[src/rtl/cmos_byte_packer.sv]
// Packs a sensor byte stream into BPP-byte pixel words in the pclk domain.
// Also produces SOF/EOL markers, per-line pixel counts and fragment-error detection.
module cmos_byte_packer #(
  parameter int unsigned DATA_W = 8,
  parameter int unsigned BPP    = 2,
  parameter int unsigned CNT_W  = 12
) (
  input  logic                    pclk,
  input  logic                    rst,
  input  logic                    vs_i,
  input  logic                    de_i,
  input  logic [DATA_W-1:0]       pdata_i,
  input  logic                    swap_i,
  output logic                    pix_valid_o,
  output logic [BPP*DATA_W-1:0]   pix_data_o,
  output logic                    sof_o,
  output logic                    eol_o,
  output logic [CNT_W-1:0]        line_px_o,
  output logic                    frag_err_o
);

  localparam int unsigned PW = (BPP > 1) ? $clog2(BPP) : 1;
  localparam int unsigned WW = BPP * DATA_W;
  localparam logic [PW-1:0] LAST = PW'(BPP - 1);

  logic             vs_q, de_q;
  logic [PW-1:0]    phase_q, phase_d;
  logic [WW-1:0]    acc_q, acc_d;
  logic             done_q, done_d;
  logic [WW-1:0]    word_q, word_d;
  logic             swap_q, swap_d;
  logic             sof_pend_q, sof_pend_d;
  logic [CNT_W-1:0] px_cnt_q, px_cnt_d;
  logic             eol_pend_q, eol_pend_d;
  logic             pix_valid_q, pix_valid_d;
  logic [WW-1:0]    pix_data_q, pix_data_d;
  logic             sof_q, sof_d;
  logic             eol_q, eol_d;
  logic [CNT_W-1:0] line_px_q, line_px_d;
  logic             frag_q, frag_d;

  logic             frame_start, line_end, capture, last_byte;
  logic [WW-1:0]    assembled;
  int unsigned      ph;

  always_comb begin
    frame_start = vs_i & ~vs_q;
    line_end    = de_q & ~de_i;
    capture     = de_i & ~frame_start;
    last_byte   = (phase_q == LAST);
    ph          = 32'(phase_q);

    assembled = acc_q;
    for (int unsigned k = 0; k < BPP; k++) begin
      if (k == (swap_q ? ph : (BPP - 1 - ph))) begin
        assembled[k*DATA_W +: DATA_W] = pdata_i;
      end
    end

    phase_d     = phase_q;
    acc_d       = acc_q;
    done_d      = 1'b0;
    word_d      = word_q;
    swap_d      = swap_q;
    sof_pend_d  = sof_pend_q;
    px_cnt_d    = px_cnt_q;
    eol_pend_d  = line_end;
    pix_valid_d = done_q;
    pix_data_d  = pix_data_q;
    sof_d       = 1'b0;
    eol_d       = eol_pend_q;
    line_px_d   = line_px_q;
    frag_d      = frag_q;

    // A completed pixel is published (and counted) one cycle after its last byte.
    if (done_q) begin
      pix_data_d = word_q;
      sof_d      = sof_pend_q;
      sof_pend_d = 1'b0;
      if (px_cnt_q != '1) px_cnt_d = px_cnt_q + 1'b1;
    end

    if (capture) begin
      acc_d = assembled;
      if (last_byte) begin
        phase_d = '0;
        done_d  = 1'b1;
        word_d  = assembled;
      end else begin
        phase_d = phase_q + 1'b1;
      end
    end

    // done_q marks a pixel not yet folded into px_cnt; include it in the line total.
    if (line_end) begin
      line_px_d = (done_q && (px_cnt_q != '1)) ? px_cnt_q + 1'b1 : px_cnt_q;
      px_cnt_d  = '0;
      if (phase_q != '0) begin
        frag_d  = 1'b1;
        phase_d = '0;
      end
    end

    if (frame_start) begin
      phase_d    = '0;
      sof_pend_d = 1'b1;
      frag_d     = 1'b0;
      px_cnt_d   = '0;
      swap_d     = swap_i;
    end
  end

  always_ff @(posedge pclk) begin
    if (rst) begin
      vs_q        <= 1'b0;
      de_q        <= 1'b0;
      phase_q     <= '0;
      acc_q       <= '0;
      done_q      <= 1'b0;
      word_q      <= '0;
      swap_q      <= 1'b0;
      sof_pend_q  <= 1'b0;
      px_cnt_q    <= '0;
      eol_pend_q  <= 1'b0;
      pix_valid_q <= 1'b0;
      pix_data_q  <= '0;
      sof_q       <= 1'b0;
      eol_q       <= 1'b0;
      line_px_q   <= '0;
      frag_q      <= 1'b0;
    end else begin
      vs_q        <= vs_i;
      de_q        <= de_i;
      phase_q     <= phase_d;
      acc_q       <= acc_d;
      done_q      <= done_d;
      word_q      <= word_d;
      swap_q      <= swap_d;
      sof_pend_q  <= sof_pend_d;
      px_cnt_q    <= px_cnt_d;
      eol_pend_q  <= eol_pend_d;
      pix_valid_q <= pix_valid_d;
      pix_data_q  <= pix_data_d;
      sof_q       <= sof_d;
      eol_q       <= eol_d;
      line_px_q   <= line_px_d;
      frag_q      <= frag_d;
    end
  end

  assign pix_valid_o = pix_valid_q;
  assign pix_data_o  = pix_data_q;
  assign sof_o       = sof_q;
  assign eol_o       = eol_q;
  assign line_px_o   = line_px_q;
  assign frag_err_o  = frag_q;

endmodule

[config.mk]
export PLATFORM = sky130hd
export DESIGN_NAME = cmos_byte_packer
export DESIGN_NICKNAME = d
export VERILOG_FILES = /design/src/rtl/cmos_byte_packer.sv
export SDC_FILE = /design/constraint.sdc
export NUM_CORES = 1
export LEC_CHECK = 0
export CAP_MARGIN = 15
export CORE_AREA = 5 5 89 91
export CTS_CLUSTER_DIAMETER = 150
export DETAILED_ROUTE_END_ITERATION = 12
export DIE_AREA = 0 0 94 96
export GPL_ROUTABILITY_DRIVEN = 0
export PLACE_DENSITY = 0.76
export SLEW_MARGIN = 20
export SYNTH_ARGS = -nofsm -noshare
export SYNTH_HDL_FRONTEND = slang
export SYNTH_SLANG_ARGS = --single-unit
[constraint.sdc]
create_clock -name pclk -period 1.81 [get_ports pclk]
set_clock_uncertainty 0.15 [all_clocks]
set_input_delay 0.362 -clock pclk [delete_from_list [all_inputs] [get_ports pclk]]
set_output_delay 0.362 -clock pclk [all_outputs]
set_load 0.005 [all_outputs]
# Yosys cells after proc, flatten, opt, wreduce, memory -nomap -nowiden
# Cells that the tools add are included.
# totals
wordCells,50
out_inout_bits,32
input_bits,13
ff_bits,83
# classes
n_mux,11
n_eq_ne,2
n_addsub,3
n_bitwise,8
reduce_logical,10
# ops
operator,n
"1-bit by 32-bit equality test with 1-bit output, first input constant",1
32-bit logical NOT,1
32-bit two-way mux,1
8-bit two-way mux,2
"12-bit by 1-bit adder with 12-bit output, second input constant",1
12-bit two-way mux,1
"12-bit inequality test, second input constant",1
1-bit two-way mux,7
2-bit AND reduction,3
2-bit OR reduction,3
1-bit inverter,5
1-bit bitwise AND,3
3-bit OR reduction,1
2-bit nonzero test,1
"1-bit by 1-bit subtractor with 2-bit output, first input constant",1
"1-bit adder, second input constant",1
1-bit logical AND,1

# Logic depth before layout (Yosys ltp)
# logic_depth
word_depth,7
depth_mapped,6
mapped_depth_nobuf,5

# Worst setup path after synthesis
# Ideal clock, no wire load.
# synth_timing
path_type,flip-flop to flip-flop
startpoint,register px_cnt_q[0]
endpoint,register line_px_q[1] (netlist: line_px_o[1])
path_stages_with_launch,6
slack_ps,-4
period_less_slack_ps,1814
arrival_ps,1573
n_path_buf,0
setup_ps,91
t_required_ps,1569
path_cell_list,dfxtp_1 ha_1 nand3_1 nor4_1 o21ai_0 a311oi_1
# synth_via
elab_chain_len,3
word_cells_on_any_way,4
cone_classes,add/sub: 1; eq/ne: 1; mux: 1; reduce/logical: 1
# synth_rtl
element,line_no,text
start: declaration,33,"logic [CNT_W-1:0] px_cnt_q, px_cnt_d;"
start signal: assignment,140,px_cnt_q <= px_cnt_d;
"parallel branches: the longest is 2 deep, another holds 12-bit by 1-bit adder with 12-bit output",--,
12-bit two-way mux (*),96,line_px_d = (done_q && (px_cnt_q != '1)) ? px_cnt_q + 1'b1 : px_cnt_q;
end signal: assignment,146,line_px_q <= line_px_d;
end: declaration,39,"logic [CNT_W-1:0] line_px_q, line_px_d;"
# Every way passes the cells marked *.
# A chain may end at the register's enable or synchronous reset.

# Worst setup path in the final report
# layout_timing
startpoint,register pix_data_q[9] (netlist: pix_data_o[9])
endpoint,output port pix_data_o[9]
# layout_lines
element,line_no,text
start: declaration,36,"logic [WW-1:0] pix_data_q, pix_data_d;"
start signal: assignment,143,pix_data_q <= pix_data_d;
end: declaration,15,"output logic [BPP*DATA_W-1:0] pix_data_o,"
# No word-level cell between the ends.

==> results by group <==
Outcome
  – Result of the run: finished clean

Global routing
  – GRT met2 Usage: between 20% and 30%
  – Number of global-route vias before repair: 2730
  – GRT Residual Overflow: 0
  – Met3 track utilization from global routing: approximately 3.1%
  – Met1 Resource Use GR: 23.7%
  – Antenna violations before repair: 0
  – GR peak layer: met2
  – Pin count of the biggest net entering global routing: between 50 and 60
  – Total track usage: 17.9%
  – Global-route wire length before repair: ~13 mm

Routing
  – Routed len/inst: 14.3 um
  – Drt pass-1 iters: 4
  – Via count of the routed design: roughly 2800
  – DRC violation total after the first TritonRoute iteration: 139
  – Detailed-route vias per instance: a little over 5
  – Detail Route Antenna Nets: 0
  – Residual DRC count: 0
  – Final routed wirelength across all metal layers: 7.67 mm

Synth
  – Synth cell types: 42
  – Seq/Total Area, Yosys: about half
  – Post-synthesis instance total: 367
  – Yosys top cell area share: 49.8%
  – Cells taking the most area after synthesis: sky130_fd_sc_hd__dfxtp_1 (50%), sky130_fd_sc_hd__mux2i_1 (10%), sky130_fd_sc_hd__nor2_1 (8.2%)
  – Nets in the synthesized netlist: 383
  – Most instantiated cells after synthesis: sky130_fd_sc_hd__dfxtp_1 (83), sky130_fd_sc_hd__nor2_1 (73), sky130_fd_sc_hd__nand2_1 (43), sky130_fd_sc_hd__mux2i_1 (35), sky130_fd_sc_hd__a311oi_1 (18)
  – Fraction of registers with async set/reset: 0%
  – Most instantiated flip-flop cell in the synthesis netlist: sky130_fd_sc_hd__dfxtp_1
  – Number of warnings printed during yosys synthesis: 0
  – Flip-flop and latch count after synthesis: 83
  – Dominant cell type by area after synthesis: sky130_fd_sc_hd__dfxtp_1
  – Avg Cell Area, Syn: 9.10 um2
  – Count of flip-flops with a built-in enable after synthesis: 0
  – Most frequently used cell type in the post-synthesis netlist: sky130_fd_sc_hd__dfxtp_1
  – Syn Std Cell Area: around 3300 um2

Final layout
  – Share of post-route cells with drive strength above 1: between 10% and 20%
  – P&R area growth vs syn: 29.2%
  – Number of nets in the layout: about 450
  – Number of fill cells in the layout: a little over 600
  – Non-Filler Cell Area, Final: between 4000 and 5000 um2
  – Antenna diode instance count: 0

Clocking
  – Number of buffers inserted during clock tree synthesis: 9
  – Max H-tree Level: 3
  – Clock latency on the worst-skew pair: 0.35 ns
  – Deepest clock path buffer count: 2
  – Clock net sink count: a little over 80
  – Clock slew at the register clock pins of the worst setup and hold paths: approximately 0.09 ns
  – Root Buffer Master: sky130_fd_sc_hd__clkbuf_8
  – Cts hold-fix bufs: 0
  – TritonCTS clock tree: built
  – Post-CTS repair timing setup buffer count: 0

Place
  – Post-Place Setup Slack: -0.269 ns
  – Area after DPL: approximately 4100 um2
  – PortBufs: 44
  – Final HPWL DP: 5.29 mm

Die
  – Vert. Die Dim: between 90 and 100 um
  – Initial cell density of the core: 47.3%
  – Row count: 31
  – Die area: between 9000 and 10000 um2
  – Chip Width: between 90 and 100 um
  – Core outline area: ~7100 um2
  – Number of top-level design ports: 45

Min path
  – Worst Hold Class: reg2reg
  – Source of the worst hold timing path: eol_d$_SDFF_PP0_

Power and ir drop
  – Total power after layout: 3.44 mW
  – Leak Pwr: between 1.5 and 2 nW
  – Power density normalized to cell area: 798 nW/um2
  – Maximum VDD drop: ~0.44 mV

STA
  – Setup violations, final: 0
  – Number of pins with negative max-slew slack in the final report: 0
  – Post-route minimum period: 1.76 ns
  – Period utilisation layout: 97.1%
  – Max-Slew Margin vs Limit: 74.7%
  – Worst Max-Slew Pin Slew: 0.378 ns
  – Maximum frequency from static timing analysis: between 0.5 and 0.6 GHz
  – Number of endpoints with negative hold slack in the final report: 0
  – Setup ws final: approximately 0.052 ns

Setup path
  – Origin of the critical flop-to-flop path: px_cnt_q[1]$_SDFFE_PP0P_
  – Slowest cell on crit path: sky130_fd_sc_hd__clkdlybuf4s50_1
  – Number of buffers and inverters on the critical path: 1
  – Arrival time at the worst endpoint: 1.25 ns
  – Maximum single-stage delay on the critical path: just over 0.5 ns
  – Path type of the worst setup path: reg2out
  – Max Fanout on Critical Path: 2
  – Crit-path cells: clkdlybuf4s50_1
  – Worst Path Required: 1.30 ns
  – Critical Path End Type: output port
  – Kind of cell with the highest combined delay on the critical path: buffers and inverters
  – Critical Path Source: pix_data_o[9]$_SDFFE_PP0P_
  – CP Launch Type: flop

Job
  – Max Cap Viol: 0
-- sequential cells by signal (all words and copies together), names as in the netlist, 12 cells and up --
name        flops
acc_q          16
line_px_o      12
pix_data_o     16
px_cnt_q       12
word_q         16
-- cells in the final DEF (no fill, tap or decap), types with 4 or more instances in the layout --
master	instances
sky130_fd_sc_hd__dfxtp_1	80
sky130_fd_sc_hd__nor2_1	72
sky130_fd_sc_hd__nand2_1	43
sky130_fd_sc_hd__clkdlybuf4s50_1	43
sky130_fd_sc_hd__mux2i_1	35
sky130_fd_sc_hd__buf_4	30
sky130_fd_sc_hd__a311oi_1	17
sky130_fd_sc_hd__nor3_1	10
sky130_fd_sc_hd__clkbuf_8	10
sky130_fd_sc_hd__a21oi_1	8
sky130_fd_sc_hd__o21ai_0	7
sky130_fd_sc_hd__nand3_1	5
sky130_fd_sc_hd__nand3_2	5
sky130_fd_sc_hd__nor2b_1	5
sky130_fd_sc_hd__nand2b_1	4
sky130_fd_sc_hd__inv_1	4
sky130_fd_sc_hd__and3_1	4
-- logic make-up after synthesis --
group / Yosys count / share of synthesized area, %
AND/OR/NAND/NOR: 165 / 22.8
adder cells (fa/ha/maj): 3 / 1.12
multiplexers: 35 / 10.5
AO/OA/AOI/OAI: 54 / 12.2
XOR/XNOR: 2 / 0.525
buffers and inverters: 25 / 3.15
flip-flops: 83 / 49.8
-- layer usage --
metal,up-vias,routed length [um]
li1,1427,-
met1,1275,3710
met2,50,3510
met3,18,252
met4,0,188
met5,-,0
-- area by class of cell --
| class | instances | area [um2] | share of cell area, % |
|---|---|---|---|
| Tap cell | 99 | 124 | 2.87 |
| Clock buffer | 10 | 138 | 3.19 |
| Multi-Input combinational cell | 259 | 1630 | 37.7 |
| Inverter | 4 | 15.0 | 0.348 |
| Sequential cell | 83 | 1670 | 38.6 |
| Clock inverter | 6 | 47.5 | 1.10 |
| Timing Repair Buffer | 76 | 701 | 16.2 |
-- metrics by stage --
step / utilization (%) / instances / TNS (ns) / hold slack, ns
floorplan: - / 367 / -0.00859 / 0.264
global placement: 57.7 / 521 / -5.19 / 0.271
detailed placement: 57.7 / 521 / -7.32 / 0.276
CTS: 60.4 / 537 / 0 / 0.295
global route: 61.1 / 537 / -0.00456 / 0.328
finish: 61.1 / 537 / 0 / 0.291
-- power breakdown --
group          switching, mW  total [mW]  internal (mW)
registers             0.0282        1.90           1.87
clock network          0.692        1.24          0.548
logic                  0.169       0.304          0.136
-- repair_timing --
item / 4_1_cts / 5_1_grt
gates resized for setup: 1 / 13
setup endpoints to repair: 1 / 7
pin swaps: 0 / 4
-- final timing paths --
check | to | slack [ns] | cells after the start
hold / removal | eol_o$_SDFF_PP0_ | 0.29 | 1
setup reg to reg | line_px_o[2]$_SDFFE_PP0P_ | 0.06 | 5
hold reg to reg | eol_o$_SDFF_PP0_ | 0.29 | 1
setup / recovery | pix_data_o[9] | 0.05 | 1
Note: power is estimated with default switching activity, not from simulation.
